**config.mk**
```make
export PLATFORM = sky130hd
export DESIGN_NAME = s2_result_collector_flat
export DESIGN_NICKNAME = d
export VERILOG_FILES = /design/src/rtl/s2_result_collector_if.sv /design/src/rtl/s2_result_collector.sv /design/src/flat_wrapper.sv
export SDC_FILE = /design/constraint.sdc
export NUM_CORES = 1
export LEC_CHECK = 0
export ABC_CLOCK_PERIOD_IN_PS = 2200
export CORE_AREA = 2 2 71 73
export DETAILED_ROUTE_END_ITERATION = 8
export DIE_AREA = 0 0 73 75
export GPL_TIMING_DRIVEN = 0
export PLACE_DENSITY_LB_ADDON = 0.25
export SLEW_MARGIN = 20
export SYNTH_ARGS = -nofsm -noshare
export SYNTH_HDL_FRONTEND = slang
export SYNTH_SLANG_ARGS = --single-unit
export TNS_END_PERCENT = 1
```
**constraint.sdc**
```tcl
create_clock -name fast_clk -period 2.2 [get_ports fast_clk]
set_input_delay 0.33 -clock fast_clk [delete_from_list [all_inputs] [get_ports fast_clk]]
set_output_delay 0.33 -clock fast_clk [all_outputs]
set_load 0.02 [all_outputs]
```
**src/rtl/s2_result_collector_if.sv**
```systemverilog
// s2_result_collector_if: capture input and show-ahead FIFO output bundle.
interface s2_result_collector_if #(
    parameter int DEPTH = 4
);
    logic                       slow_clk;
    logic [7:0]                 s2_result;
    logic                       out_ready;
    logic                       out_valid;
    logic [7:0]                 out_data;
    logic [$clog2(DEPTH):0]     fifo_count;
    logic                       overflow;
    logic [15:0]                checksum;

    modport master (
        output slow_clk, s2_result, out_ready,
        input  out_valid, out_data, fifo_count, overflow, checksum
    );
    modport slave (
        input  slow_clk, s2_result, out_ready,
        output out_valid, out_data, fifo_count, overflow, checksum
    );
endinterface

```
**src/rtl/s2_result_collector.sv**
```systemverilog
// s2_result_collector: edge-detects slow_clk, drops SKIP fill captures, buffers results in a FIFO.
// Optional running checksum of pushed results under macro COLLECTOR_CHECKSUM_EN.
module s2_result_collector #(
    parameter int DEPTH = 4,
    parameter int SKIP  = 2
) (
    input logic                 fast_clk,
    input logic                 rst_n,
    s2_result_collector_if.slave bus
);
    localparam int AW = $clog2(DEPTH);
    localparam logic [0:0] FILL = 1'b0;
    localparam logic [0:0] RUN  = 1'b1;
    localparam logic [0:0] RST_STATE = (SKIP == 0) ? RUN : FILL;
    localparam logic [3:0] SKIP_N = 4'(SKIP);
    localparam logic [AW:0] FULL_CNT = (AW+1)'(DEPTH);

    logic          slow_q, slow_d;
    logic [0:0]    state_q, state_d;
    logic [3:0]    skip_q, skip_d;
    logic [AW-1:0] wr_q, wr_d, rd_q, rd_d;
    logic [AW:0]   count_q, count_d;
    logic          overflow_q, overflow_d;
    logic [7:0]    mem_q [DEPTH];
    logic [7:0]    mem_d [DEPTH];
    logic          cap, full, push, pop;

    always_comb begin
        cap        = bus.slow_clk & ~slow_q;
        full       = count_q == FULL_CNT;
        pop        = (count_q != '0) & bus.out_ready;
        push       = cap & (state_q == RUN) & (~full | pop);
        slow_d     = bus.slow_clk;
        skip_d     = skip_q;
        state_d    = state_q;
        if (cap && state_q == FILL) begin
            skip_d  = skip_q + 4'd1;
            state_d = (skip_q + 4'd1 == SKIP_N) ? RUN : FILL;
        end
        wr_d       = push ? wr_q + 1'b1 : wr_q;
        rd_d       = pop ? rd_q + 1'b1 : rd_q;
        count_d    = count_q + (AW+1)'(push) - (AW+1)'(pop);
        overflow_d = overflow_q | (cap & (state_q == RUN) & full & ~pop);
        mem_d      = mem_q;
        if (push) mem_d[wr_q] = bus.s2_result;
    end

    // slow_q follows slow_clk even in reset so a level held across release is not an edge
    always_ff @(posedge fast_clk) begin
        slow_q <= slow_d;
        if (!rst_n) begin
            state_q    <= RST_STATE;
            skip_q     <= '0;
            wr_q       <= '0;
            rd_q       <= '0;
            count_q    <= '0;
            overflow_q <= 1'b0;
        end else begin
            state_q    <= state_d;
            skip_q     <= skip_d;
            wr_q       <= wr_d;
            rd_q       <= rd_d;
            count_q    <= count_d;
            overflow_q <= overflow_d;
            mem_q      <= mem_d;
        end
    end

    assign bus.out_valid  = count_q != '0;
    assign bus.out_data   = mem_q[rd_q];
    assign bus.fifo_count = count_q;
    assign bus.overflow   = overflow_q;

`ifdef COLLECTOR_CHECKSUM_EN
    logic [15:0] checksum_q, checksum_d;

    always_comb checksum_d = checksum_q + (push ? {8'd0, bus.s2_result} : 16'd0);

    always_ff @(posedge fast_clk) begin
        if (!rst_n) checksum_q <= '0;
        else        checksum_q <= checksum_d;
    end

    assign bus.checksum = checksum_q;
`else
    assign bus.checksum = '0;
`endif
endmodule

```
**src/flat_wrapper.sv**
```systemverilog
// flat-port wrapper written by rule: the top's interface ports become plain ports
module s2_result_collector_flat 
#(
    parameter int DEPTH = 4,
    parameter int SKIP  = 2
)
  (fast_clk, rst_n, bus_slow_clk, bus_s2_result, bus_out_ready, bus_out_valid, bus_out_data, bus_fifo_count, bus_overflow, bus_checksum);
  s2_result_collector_if #(.DEPTH(DEPTH)) bus_i ();
  input logic fast_clk;
  input logic rst_n;
  input wire logic [$bits(bus_i.slow_clk)-1:0] bus_slow_clk;
  input wire logic [$bits(bus_i.s2_result)-1:0] bus_s2_result;
  input wire logic [$bits(bus_i.out_ready)-1:0] bus_out_ready;
  output wire logic [$bits(bus_i.out_valid)-1:0] bus_out_valid;
  output wire logic [$bits(bus_i.out_data)-1:0] bus_out_data;
  output wire logic [$bits(bus_i.fifo_count)-1:0] bus_fifo_count;
  output wire logic [$bits(bus_i.overflow)-1:0] bus_overflow;
  output wire logic [$bits(bus_i.checksum)-1:0] bus_checksum;
  assign bus_i.slow_clk = bus_slow_clk;
  assign bus_i.s2_result = bus_s2_result;
  assign bus_i.out_ready = bus_out_ready;
  assign bus_out_valid = bus_i.out_valid;
  assign bus_out_data = bus_i.out_data;
  assign bus_fifo_count = bus_i.fifo_count;
  assign bus_overflow = bus_i.overflow;
  assign bus_checksum = bus_i.checksum;
  s2_result_collector #(.DEPTH(DEPTH), .SKIP(SKIP)) u_core (.fast_clk(fast_clk), .rst_n(rst_n), .bus(bus_i));
endmodule
```
==> results of run 1 <==
metal layers:
| layer | vias to the layer above | wire [um] |
|---|---|---|
| li1 | 559 | - |
| met1 | 546 | 1391 |
| met2 | 30 | 1725 |
| met3 | 5 | 167 |
| met4 | 0 | 48 |
| met5 | - | 0 |
stage by stage:
step	util (%)	TNS [ns]	hold WS (ns)	total power, mW	setup slack (ns)
final	52.78	0	0.5062	2.104	0.1746
after global routing	52.78	0	0.5124	2.215	0.09160
after CTS	52.78	0	0.4985	2.131	0.1426
after detailed placement	51.01	-0.2162	0.4612	1.641	-0.1221
after global placement	51.01	-0.08096	0.4627	1.629	-0.04816
after floorplan	-	0	0.3577	1.421	0.2567
layout make-up:
cell class,count,area [sq um]
Clock buffer,5,68.82
Inverter,7,26.28
Buffer,18,131.4
Fill cell,403,2201
Sequential cell,46,1241
Multi-Input combinational cell,80,669.4
Timing Repair Buffer,24,230.2
Clock inverter,3,25.02
Tap cell,54,67.56
where the power goes:
part	total, mW	switching (mW)	internal [mW]
Sequential	1.01	0.0536	0.958
Clock	0.521	0.292	0.229
Combinational	0.571	0.277	0.294
critical path, delay by kind of cell, from the launching register on:
kind	cells	cell delay, ns
buffers and inverters	2	0.55
multiplexers	1	0.53
flip-flops	1	0.31
path summary, 6_finish.rpt:
kind	depth (start not counted)	endpoint
min	2	u_core.bus.overflow$_SDFF_PN0_
min reg2reg	2	u_core.bus.overflow$_SDFF_PN0_
max	3	bus_out_data[5]
max reg2reg	8	u_core.bus.fifo_count[2]$_SDFF_PN0_
flip-flops by register name, indices dropped and copies added, names as in the netlist:
signal                 flops
u_core.wr_q                2
u_core.bus.overflow        1
u_core.mem_q              32
u_core.rd_q                2
u_core.slow_q              1
u_core.state_q             1
u_core.skip_q              4
u_core.bus.fifo_count      3
kinds of logic (layout without fill, tap and decap cells):
group	count (synthesis)	in the layout	synth area share, %
fa+ha+maj	9	9	5.967
flops	46	46	61.65
compound gates	11	11	3.232
buf+inv	26	57	7.893
xor+xnor	8	8	3.481
mux	8	8	8.950
simple gates	28	28	8.639
other cells	1	16	0.1863
cell usage after synthesis (all sizes together) (2+ instances only):
cell type | number | share of area [%]
xor2 | 2 | 0.87
dfxtp | 14 | 14
xnor2 | 6 | 2.6
or3 | 2 | 0.62
and3 | 4 | 1.2
edfxtp | 32 | 48
a21oi | 4 | 0.99
ha | 8 | 5.0
nand3 | 3 | 0.75
nor2 | 9 | 1.7
inv | 7 | 1.3
mux4 | 8 | 8.9
o21ai | 4 | 0.99
clkbuf | 2 | 0.37
buf | 17 | 6.2
==> results_tabular.tex, run 1 <==
\begin{tabular}{lr}
\hline
Metric & Value \\
\hline
\multicolumn{2}{l}{\textbf{Power}} \\
Leak Pwr & 0.9298 nW \\
P per Cell Area & 855.2 mW/mm\^{}2 \\
Peak supply drop & 0.3492 mV \\
\multicolumn{2}{l}{\textbf{Critical path}} \\
CP startpoint & u\_core.rd\_q[0]\$\_SDFFE\_PN0P\_ \\
Startpoint type of the worst setup path & register \\
Highest fanout seen on the critical path & 10 \\
Element type at the critical path end & primary output \\
Largest incremental delay on the critical path & 0.53 ns \\
Critical path's slowest cell & mux4\_2 \\
Arr. time, crit path & 1.70 ns \\
Worst reg2reg setup slack & 0.22 ns \\
Required time of the critical path & 1.87 ns \\
R2r startpoint & u\_core.bus.fifo\_count[1]\$\_SDFF\_PN0\_ \\
Worst Setup Path Type & reg2out \\
Crit path cell chain & buf\_4 -> mux4\_2 -> dlygate4sd2\_1 \\
\multicolumn{2}{l}{\textbf{STA}} \\
Max Clock Freq & 493.7 MHz \\
Final setup viols & 0 \\
Endpoints failing hold & 0 \\
Final period utilization & 92.07\% \\
Tmin final & 2.025 ns \\
Worst relative slew slack & 63.84\% \\
Clock skew after layout & 0.003719 ns \\
Final Max Tran Viols & 0 \\
Unrepaired setup endpoints after global routing & no \\
Pin slew with the least headroom to its limit & 0.5412 ns \\
\multicolumn{2}{l}{\textbf{Cells and area}} \\
Layout-stage area growth over the synthesis result & 22.19\% \\
Most frequent cells in the layout & edfxtp\_1, buf\_4, conb\_1, clkdlybuf4s50\_1, dfxtp\_1 \\
Fraction of final layout cells with drive strength greater than 1 & 20.22\% \\
Final design area excluding fillers & 0.002460 sq mm \\
Antenna Diode Count & 0 \\
Commonest non-fill, non-tap cell in the layout & edfxtp\_1 \\
Number of cells in the finished layout apart from fillers & 237 \\
Nets@finish & 203 \\
\multicolumn{2}{l}{\textbf{Placement}} \\
Detailed placer's ending HPWL & 2426 um \\
Placed cell areas & 0.002377 sq mm \\
Placed Cells & 230 \\
Count of buffers from port buffering & 24 \\
Final weighted congestion of routability-driven global placement & 0.6586 \\
\multicolumn{2}{l}{\textbf{Routing}} \\
DR vias & 1140 \\
Detail-routed via count per cell & 4.810 \\
Routed length per instance & 14.05 um \\
DRT iter0 DRCs & 67 \\
TritonRoute pass-1 iters & 4 \\
Routed WL & 3331 um \\
\# DRC & 0 \\
Number of nets with antenna violations after routing & 0 \\
\multicolumn{2}{l}{\textbf{Synthesis}} \\
Number of synthesized register bits & 46 \\
Mapped Cells & 137 \\
Seq/Total Area, Yosys & 61.65\% \\
Area of the mapped netlist & 0.002013 sq mm \\
Top flip-flop cell by instance count after synthesis & edfxtp\_1 \\
Post-synth EDFFs & 32 \\
Number of distinct library cells after synthesis & 31 \\
Synthesized area per cell & 14.69 sq um \\
Yosys warns & 0 \\
Async S/R FF share, synth & 0\% \\
\multicolumn{2}{l}{\textbf{GRT}} \\
Global-route met3 utilization & 3.347\% \\
Met2 usage & 24.42\% \\
Global-route wire length before repair & 5492 um \\
GR peak layer & met2 \\
Pin count of the biggest net entering global routing & 17 \\
Number of antenna violations at the first check in global routing & 0 \\
Global router's overall resource usage & 13.67\% \\
Vias in the first global route & 1189 \\
Total congestion overflow & 0 \\
GR Layer Usage met1 & 15.50\% \\
\multicolumn{2}{l}{\textbf{Clock tree}} \\
Clock input transition at the sequential cells of the worst setup and hold paths & 0.09 ns \\
CTS buffer count & 5 \\
Buffers from clock root to sink, at most & 2 \\
Sinks on Clock Net & 46 \\
Clock latency on the worst-skew pair & 0.30 ns \\
CTS Root Cell & clkbuf\_8 \\
Number of H-tree levels & 2 \\
CTS tree & built \\
Total of hold buffers inserted after clock tree synthesis & 0 \\
Number of instances resized during post-cts repair & 9 \\
Setup Fix Bufs, Post-CTS & 0 \\
\multicolumn{2}{l}{\textbf{Floorplan}} \\
Die Y & 75 um \\
Die ar. & 0.005475 sq mm \\
Top Ports & 41 \\
Area inside the core boundary & 0.004661 sq mm \\
Row cnt & 25 \\
Initial Util & 43.19\% \\
Width of the die & 73 um \\
\multicolumn{2}{l}{\textbf{Flow run}} \\
Max-cap check violation count & 0 \\
\multicolumn{2}{l}{\textbf{Hold path}} \\
Worst Hold Class & reg2reg \\
Critical hold path startpoint & u\_core.bus.overflow\$\_SDFF\_PN0\_ \\
\multicolumn{2}{l}{\textbf{Outcome}} \\
Status & finished clean \\
\hline
\end{tabular}
No activity file was read; power rests on OpenSTA's default activity.
==> run 2, diff against run 1 <==
CORE_AREA = 2 2 70 72   (was 2 2 71 73)
CTS_CLUSTER_SIZE = 20   (was not set)
DIE_AREA = 0 0 72 74   (was 0 0 73 75)
==> run 2 against run 1 <==
  * Clock power up 39%
  * Global-route usage up 0.091 points
  * First-iteration DRC count down 19%
  * Critical endpoint is now bus_out_data[1]
  * Largest power group unchanged
  * Highest routed layer unchanged
==> results_tabular.tex, run 2 (same netlist as run 1, synthesis figures left out) <==
\begin{tabular}{lr}
\hline
Metric & Value \\
\hline
\multicolumn{2}{l}{\textbf{Power}} \\
Part of the total power dissipated in combinational logic & 24.7\% (-2.4 points) \\
Peak supply drop & 0.4120 mV (+18\%) \\
Leak Pwr & 0.9508 nW (+2.3\%) \\
P per Cell Area & 922.4 mW/mm\^{}2 (+7.9\%) \\
Power Internal & 1.702 mW (+15\%) \\
Tot Pwr & 2.305 mW (+9.6\%) \\
Relative contribution of sequential cells to total power & 43.8\% (-4.3 points) \\
Clock share of power & 31.4\% (+6.6 points) \\
Power spent charging and discharging nets & 0.6031 mW (-3.0\%) \\
Switching share of total power & 26.17\% (-3.4 points) \\
\multicolumn{2}{l}{\textbf{Critical path}} \\
R2R Path End & u\_core.bus.fifo\_count[2]\$\_SDFF\_PN0\_ \\
Element type at the critical path end & primary output \\
Worst Setup Path Type & reg2out \\
Startpoint type of the worst setup path & register \\
Depth of the worst register-to-register path & 8 (unchanged) \\
Worst reg2reg setup slack & 0.22 ns (about the same) \\
Arr. time, crit path & 1.70 ns (about the same) \\
R2r startpoint & u\_core.bus.fifo\_count[1]\$\_SDFF\_PN0\_ \\
Required time of the critical path & 1.87 ns (about the same) \\
Highest fanout seen on the critical path & 10 (unchanged) \\
\multicolumn{2}{l}{\textbf{Routing}} \\
Detail-routed via count per cell & 4.869 (+1.2\%) \\
TritonRoute pass-1 iters & 4 (unchanged) \\
\# DRC & 0 (unchanged) \\
DRT iter0 DRCs & 54 (-19\%) \\
Routed length per instance & 14.05 um (unchanged) \\
Number of nets with antenna violations after routing & 0 (unchanged) \\
Routed WL & 3331 um (unchanged) \\
DR vias & 1154 (+1.2\%) \\
\multicolumn{2}{l}{\textbf{STA}} \\
Tmin final & 2.026 ns (+0.0004860 ns) \\
Worst relative slew slack & 65.66\% (+1.8 points) \\
Min Hold Slack & 0.4839 ns (-0.02238 ns) \\
Final Max Tran Viols & 0 (unchanged) \\
Clock skew after layout & 0.004119 ns (+0.0004002 ns) \\
Final period utilization & 92.09\% (about the same) \\
Final setup viols & 0 (unchanged) \\
Unrepaired setup endpoints after global routing & no \\
Post-route setup slack & 0.1741 ns (-0.0004860 ns) \\
Pin slew with the least headroom to its limit & 0.5140 ns (-0.02722 ns) \\
Aggregate negative setup slack & 0 ns (unchanged) \\
Endpoints failing hold & 0 (unchanged) \\
Max Clock Freq & 493.6 MHz (about the same) \\
\multicolumn{2}{l}{\textbf{Cells and area}} \\
Nets@finish & 203 (unchanged) \\
Final design area excluding fillers & 0.002499 sq mm (+1.6\%) \\
Register with the highest flop count & u\_core.mem\_q \\
Fraction of final layout cells with drive strength greater than 1 & 19.67\% (-0.55 points) \\
Flip-flop count of the largest register after layout & 32 (unchanged) \\
Antenna Diode Count & 0 (unchanged) \\
Commonest non-fill, non-tap cell in the layout & edfxtp\_1 \\
Most frequent cells in the layout & edfxtp\_1, buf\_4, conb\_1, clkdlybuf4s50\_1, dfxtp\_1 \\
Layout-stage area growth over the synthesis result & 24.11\% \\
\multicolumn{2}{l}{\textbf{GRT}} \\
Number of antenna violations at the first check in global routing & 0 (unchanged) \\
Pin count of the biggest net entering global routing & 15 (-2) \\
Global-route wire length before repair & 5230 um (-4.8\%) \\
Total congestion overflow & 0 (unchanged) \\
Global router's overall resource usage & 13.76\% (+0.091 points) \\
Vias in the first global route & 1093 (-8.1\%) \\
\multicolumn{2}{l}{\textbf{Floorplan}} \\
Initial Util & 43.78\% (+0.59 points) \\
Die ar. & 0.005328 sq mm (-2.7\%) \\
Die Y & 74 um (-1.3\%) \\
Width of the die & 72 um (-1.4\%) \\
Area inside the core boundary & 0.004598 sq mm (-1.3\%) \\
Top Ports & 41 (unchanged) \\
Row cnt & 25 (unchanged) \\
\multicolumn{2}{l}{\textbf{Placement}} \\
Detailed placer's ending HPWL & 2357 um (-2.9\%) \\
Placed cell areas & 0.002377 sq mm (unchanged) \\
Count of buffers from port buffering & 24 (unchanged) \\
Post-placement worst setup slack & -0.06093 ns (+0.06116 ns) \\
Final weighted congestion of routability-driven global placement & 0.6694 (+1.6\%) \\
\multicolumn{2}{l}{\textbf{Hold path}} \\
Worst Hold Class & reg2reg \\
End point of the most critical hold path & u\_core.bus.overflow\$\_SDFF\_PN0\_ \\
Critical hold path startpoint & u\_core.bus.overflow\$\_SDFF\_PN0\_ \\
Worst hold path depth & 2 (unchanged) \\
\multicolumn{2}{l}{\textbf{Clock tree}} \\
Sinks on Clock Net & 46 (unchanged) \\
Clock latency on the worst-skew pair & 0.30 ns (about the same) \\
Setup Fix Bufs, Post-CTS & 0 (unchanged) \\
Buffers from clock root to sink, at most & 2 (unchanged) \\
Clock input transition at the sequential cells of the worst setup and hold paths & 0.08 ns (about the same) \\
CTS Root Cell & clkbuf\_8 \\
Total of hold buffers inserted after clock tree synthesis & 0 (unchanged) \\
CTS buffer count & 5 (unchanged) \\
CTS tree & built \\
Number of instances resized during post-cts repair & 9 (unchanged) \\
Number of H-tree levels & 2 (unchanged) \\
\multicolumn{2}{l}{\textbf{Flow run}} \\
Max-cap check violation count & 0 (unchanged) \\
\multicolumn{2}{l}{\textbf{Outcome}} \\
Status & finished clean \\
\hline
\end{tabular}
==> run 2: worst max-delay path by stage <==
| stage | start | cells past startpoint | endpoint |
|---|---|---|---|
| floorplan | u_core.bus.fifo_count[1]$_SDFF_PN0_ | 8 | u_core.bus.fifo_count[2]$_SDFF_PN0_ |
| global placement | bus_out_ready | 7 | u_core.bus.fifo_count[1]$_SDFF_PN0_ |
| detailed placement | bus_out_ready | 9 | u_core.bus.fifo_count[2]$_SDFF_PN0_ |
| CTS | u_core.rd_q[0]$_SDFFE_PN0P_ | 3 | bus_out_data[1] |
| global route | u_core.rd_q[0]$_SDFFE_PN0P_ | 3 | bus_out_data[1] |
| finish | u_core.rd_q[0]$_SDFFE_PN0P_ | 3 | bus_out_data[1] |
==> run 2: per-layer routing <==
metal	vias up	track usage (%)	routed length, um
met5	-	0	0
met4	0	8.176	82
met3	9	3.659	134
li1	555	-	-
met2	18	23.66	1829
met1	572	15.54	1286
==> run 2: layout make-up <==
class	instances	area [sq um]
fill	406	2100
sequential	46	1241
multi-input combinational	80	669.4
timing repair buffer	24	230.2
buffer	18	131.4
clock buffer	5	68.82
tap	54	67.56
clock inverter	3	63.81
inverter	7	26.28
==> run 2: worst max-delay path: stages, from the launching register on <==
cell           delay (ns)
dfxtp_1              0.31
buf_4                0.22
mux4_2               0.53
dlygate4sd2_1        0.33
==> run 2: power by group through the flow <==
stage / sequential (mW) / combinational, mW / clock, mW
2_1_floorplan: 1.03 / 0.388 / 0
3_3_place_gp: 1.02 / 0.610 / 0
3_5_place_dp: 1.02 / 0.618 / 0
4_1_cts: 1.01 / 0.578 / 0.751
5_1_grt: 1.02 / 0.617 / 0.781
6_report: 1.01 / 0.570 / 0.724
==> run 2: through the flow <==
step	std cells	utilization (%)
finish	237	54.34
global route	237	54.34
CTS	237	54.34
detailed placement	230	51.70
global placement	230	51.70
floorplan	152	-
==> run 3, diff against run 2 <==
CORE_AREA = 2 2 67 69   (was 2 2 70 72)
DIE_AREA = 0 0 69 71   (was 0 0 72 74)
SLEW_MARGIN = not set   (was 20)
==> run 3 against run 2 <==
  * Via count decreased by 1.9%
  * Critical path depth unchanged
  * Routed wire length shrank 8.1%
  * Utilization increased by 4.6 points
  * Global-route usage grew 0.33 points
  * Combinational power hardly changed
  * Sequential share of layout area grew 0.43 points
  * Critical path type unchanged
  * Largest power group unchanged
==> results_tabular.tex, run 3 (same netlist as run 1, synthesis figures left out) <==
\begin{tabular}{lr}
\hline
Metric & Value \\
\hline
\multicolumn{2}{l}{\textbf{Clock tree}} \\
Number of H-tree levels & 2 (unchanged) \\
Clock latency on the worst-skew pair & 0.29 ns (about the same) \\
Buffers from clock root to sink, at most & 2 (unchanged) \\
Clock input transition at the sequential cells of the worst setup and hold paths & 0.08 ns (about the same) \\
CTS Root Cell & clkbuf\_8 \\
CTS buffer count & 5 (unchanged) \\
Sinks on Clock Net & 46 (unchanged) \\
Setup Fix Bufs, Post-CTS & 0 (unchanged) \\
CTS tree & built \\
\multicolumn{2}{l}{\textbf{Critical path}} \\
Highest fanout seen on the critical path & 10 (unchanged) \\
Startpoint type of the worst setup path & register \\
R2r startpoint & u\_core.bus.fifo\_count[1]\$\_SDFF\_PN0\_ \\
Required time of the critical path & 1.87 ns (about the same) \\
Element type at the critical path end & primary output \\
Depth of the worst register-to-register path & 8 (unchanged) \\
R2R Path End & u\_core.bus.fifo\_count[2]\$\_SDFF\_PN0\_ \\
Crit path cell chain & buf\_4 -> mux4\_2 -> dlygate4sd2\_1 \\
Critical path's slowest cell & mux4\_2 \\
CP startpoint & u\_core.rd\_q[0]\$\_SDFFE\_PN0P\_ \\
Largest incremental delay on the critical path & 0.53 ns (about the same) \\
Worst reg2reg setup slack & 0.23 ns (about the same) \\
Critical path destination & bus\_out\_data[2] \\
Arr. time, crit path & 1.69 ns (about the same) \\
Worst Setup Path Type & reg2out \\
\multicolumn{2}{l}{\textbf{Cells and area}} \\
Antenna Diode Count & 0 (unchanged) \\
Layout-stage area growth over the synthesis result & 23.06\% \\
Most frequent cells in the layout & edfxtp\_1, buf\_4, conb\_1, clkdlybuf4s50\_1, dfxtp\_1 \\
Share of the core filled with cells & 58.93\% (+4.6 points) \\
Register with the highest flop count & u\_core.mem\_q \\
Commonest non-fill, non-tap cell in the layout & edfxtp\_1 \\
Fraction of final layout cells with drive strength greater than 1 & 20.22\% (+0.55 points) \\
Flip-flop count of the largest register after layout & 32 (unchanged) \\
Nets@finish & 203 (unchanged) \\
\multicolumn{2}{l}{\textbf{Placement}} \\
Detailed placer's ending HPWL & 2234 um (-5.2\%) \\
Count of buffers from port buffering & 24 (unchanged) \\
Final weighted congestion of routability-driven global placement & 0.7464 (+12\%) \\
\multicolumn{2}{l}{\textbf{Routing}} \\
Number of nets with antenna violations after routing & 0 (unchanged) \\
\# DRC & 0 (unchanged) \\
DRT iter0 DRCs & 31 (-43\%) \\
Routed WL & 3060 um (-8.1\%) \\
DR vias & 1132 (-1.9\%) \\
Detail-routed via count per cell & 4.817 (-1.1\%) \\
Routed length per instance & 13.02 um (-7.4\%) \\
TritonRoute pass-1 iters & 4 (unchanged) \\
\multicolumn{2}{l}{\textbf{Floorplan}} \\
Row cnt & 24 (-4.0\%) \\
Die ar. & 0.004899 sq mm (-8.1\%) \\
Area inside the core boundary & 0.004204 sq mm (-8.6\%) \\
Top Ports & 41 (unchanged) \\
Initial Util & 47.89\% (+4.1 points) \\
Die Y & 71 um (-4.1\%) \\
Width of the die & 69 um (-4.2\%) \\
\multicolumn{2}{l}{\textbf{STA}} \\
Final period utilization & 91.90\% (-0.19 points) \\
Pin slew with the least headroom to its limit & 0.5156 ns (+0.001557 ns) \\
Final setup viols & 0 (unchanged) \\
Tmin final & 2.022 ns (-0.004148 ns) \\
Min Hold Slack & 0.4991 ns (+0.01525 ns) \\
Max Clock Freq & 494.6 MHz (+0.21\%) \\
Final Max Tran Viols & 0 (unchanged) \\
Unrepaired setup endpoints after global routing & no \\
Clock skew after layout & 0.004496 ns (+0.0003768 ns) \\
Endpoints failing hold & 0 (unchanged) \\
Worst relative slew slack & 65.55\% (-0.10 points) \\
\multicolumn{2}{l}{\textbf{Power}} \\
Leak Pwr & 0.9354 nW (-1.6\%) \\
P per Cell Area & 882.0 mW/mm\^{}2 (-4.4\%) \\
Peak supply drop & 0.7228 mV (+75\%) \\
Tot Pwr & 2.185 mW (-5.2\%) \\
\multicolumn{2}{l}{\textbf{GRT}} \\
Vias in the first global route & 1158 (+5.9\%) \\
Global router's overall resource usage & 14.09\% (+0.33 points) \\
Number of antenna violations at the first check in global routing & 0 (unchanged) \\
Global-route wire length before repair & 5250 um (+0.38\%) \\
Pin count of the biggest net entering global routing & 16 (+1) \\
Total congestion overflow & 0 (unchanged) \\
\multicolumn{2}{l}{\textbf{Hold path}} \\
Worst Hold Class & reg2reg \\
Critical hold path startpoint & u\_core.bus.overflow\$\_SDFF\_PN0\_ \\
\multicolumn{2}{l}{\textbf{Outcome}} \\
Status & finished clean \\
\multicolumn{2}{l}{\textbf{Flow run}} \\
Max-cap check violation count & 0 (unchanged) \\
\hline
\end{tabular}
==> run 3: stage by stage <==
step            TNS, ns  cells  area (sq um)  setup slack, ns
3_5_place_dp    -0.1198    228          2375         -0.06766
2_1_floorplan         0    152          2069           0.2567
4_1_cts               0    235          2477           0.1404
5_1_grt               0    235          2477          0.06570
6_report              0    235          2477           0.1782
3_3_place_gp   -0.05738    228          2375         -0.04419
==> run 3: per-layer routing <==
metal | up-vias | global-route usage (%) | part of all wire, %
li1 | 558 | - | -
met1 | 538 | 15.09 | 39
met2 | 29 | 25.43 | 54
met3 | 7 | 4.416 | 5.1
met4 | 0 | 6.536 | 1.6
met5 | - | 0 | 0
==> run 3: critical path, delay by kind of cell, from the launching register on <==
kind                   cells  cell delay, ns
DFF                        1            0.32
muxes                      1            0.53
buffers and inverters      2            0.56
==> run 3: layout make-up <==
class | count | area, sq um
fill | 353 | 1727
sequential | 46 | 1241
multi-input combinational | 80 | 669.4
timing repair buffer | 24 | 230.2
buffer | 18 | 131.4
clock buffer | 5 | 68.82
tap | 52 | 65.06
clock inverter | 3 | 45.04
inverter | 7 | 26.28
==> run 3: what timing repair did <==
action / 4_1_cts / 5_1_grt
hold buffers: 0 / 0
gates resized for setup: 9 / 0
setup endpoints to repair: 8 / 0
==> run 3: worst min path at each step <==
stage,cells after the start,slack [ns],endpoint
2_1_floorplan,0,0.36,u_core.slow_q$_DFF_P_
3_3_place_gp,2,0.46,u_core.bus.overflow$_SDFF_PN0_
3_5_place_dp,2,0.49,u_core.bus.overflow$_SDFF_PN0_
4_1_cts,2,0.51,u_core.bus.overflow$_SDFF_PN0_
5_1_grt,2,0.54,u_core.bus.overflow$_SDFF_PN0_
6_report,2,0.50,u_core.bus.overflow$_SDFF_PN0_
==> run 3: report_power, final <==
group,internal [mW],switching (mW),total (mW)
sequential,0.958,0.0545,1.01
combinational,0.295,0.273,0.569
clock,0.337,0.266,0.604
total,1.59,0.594,2.19
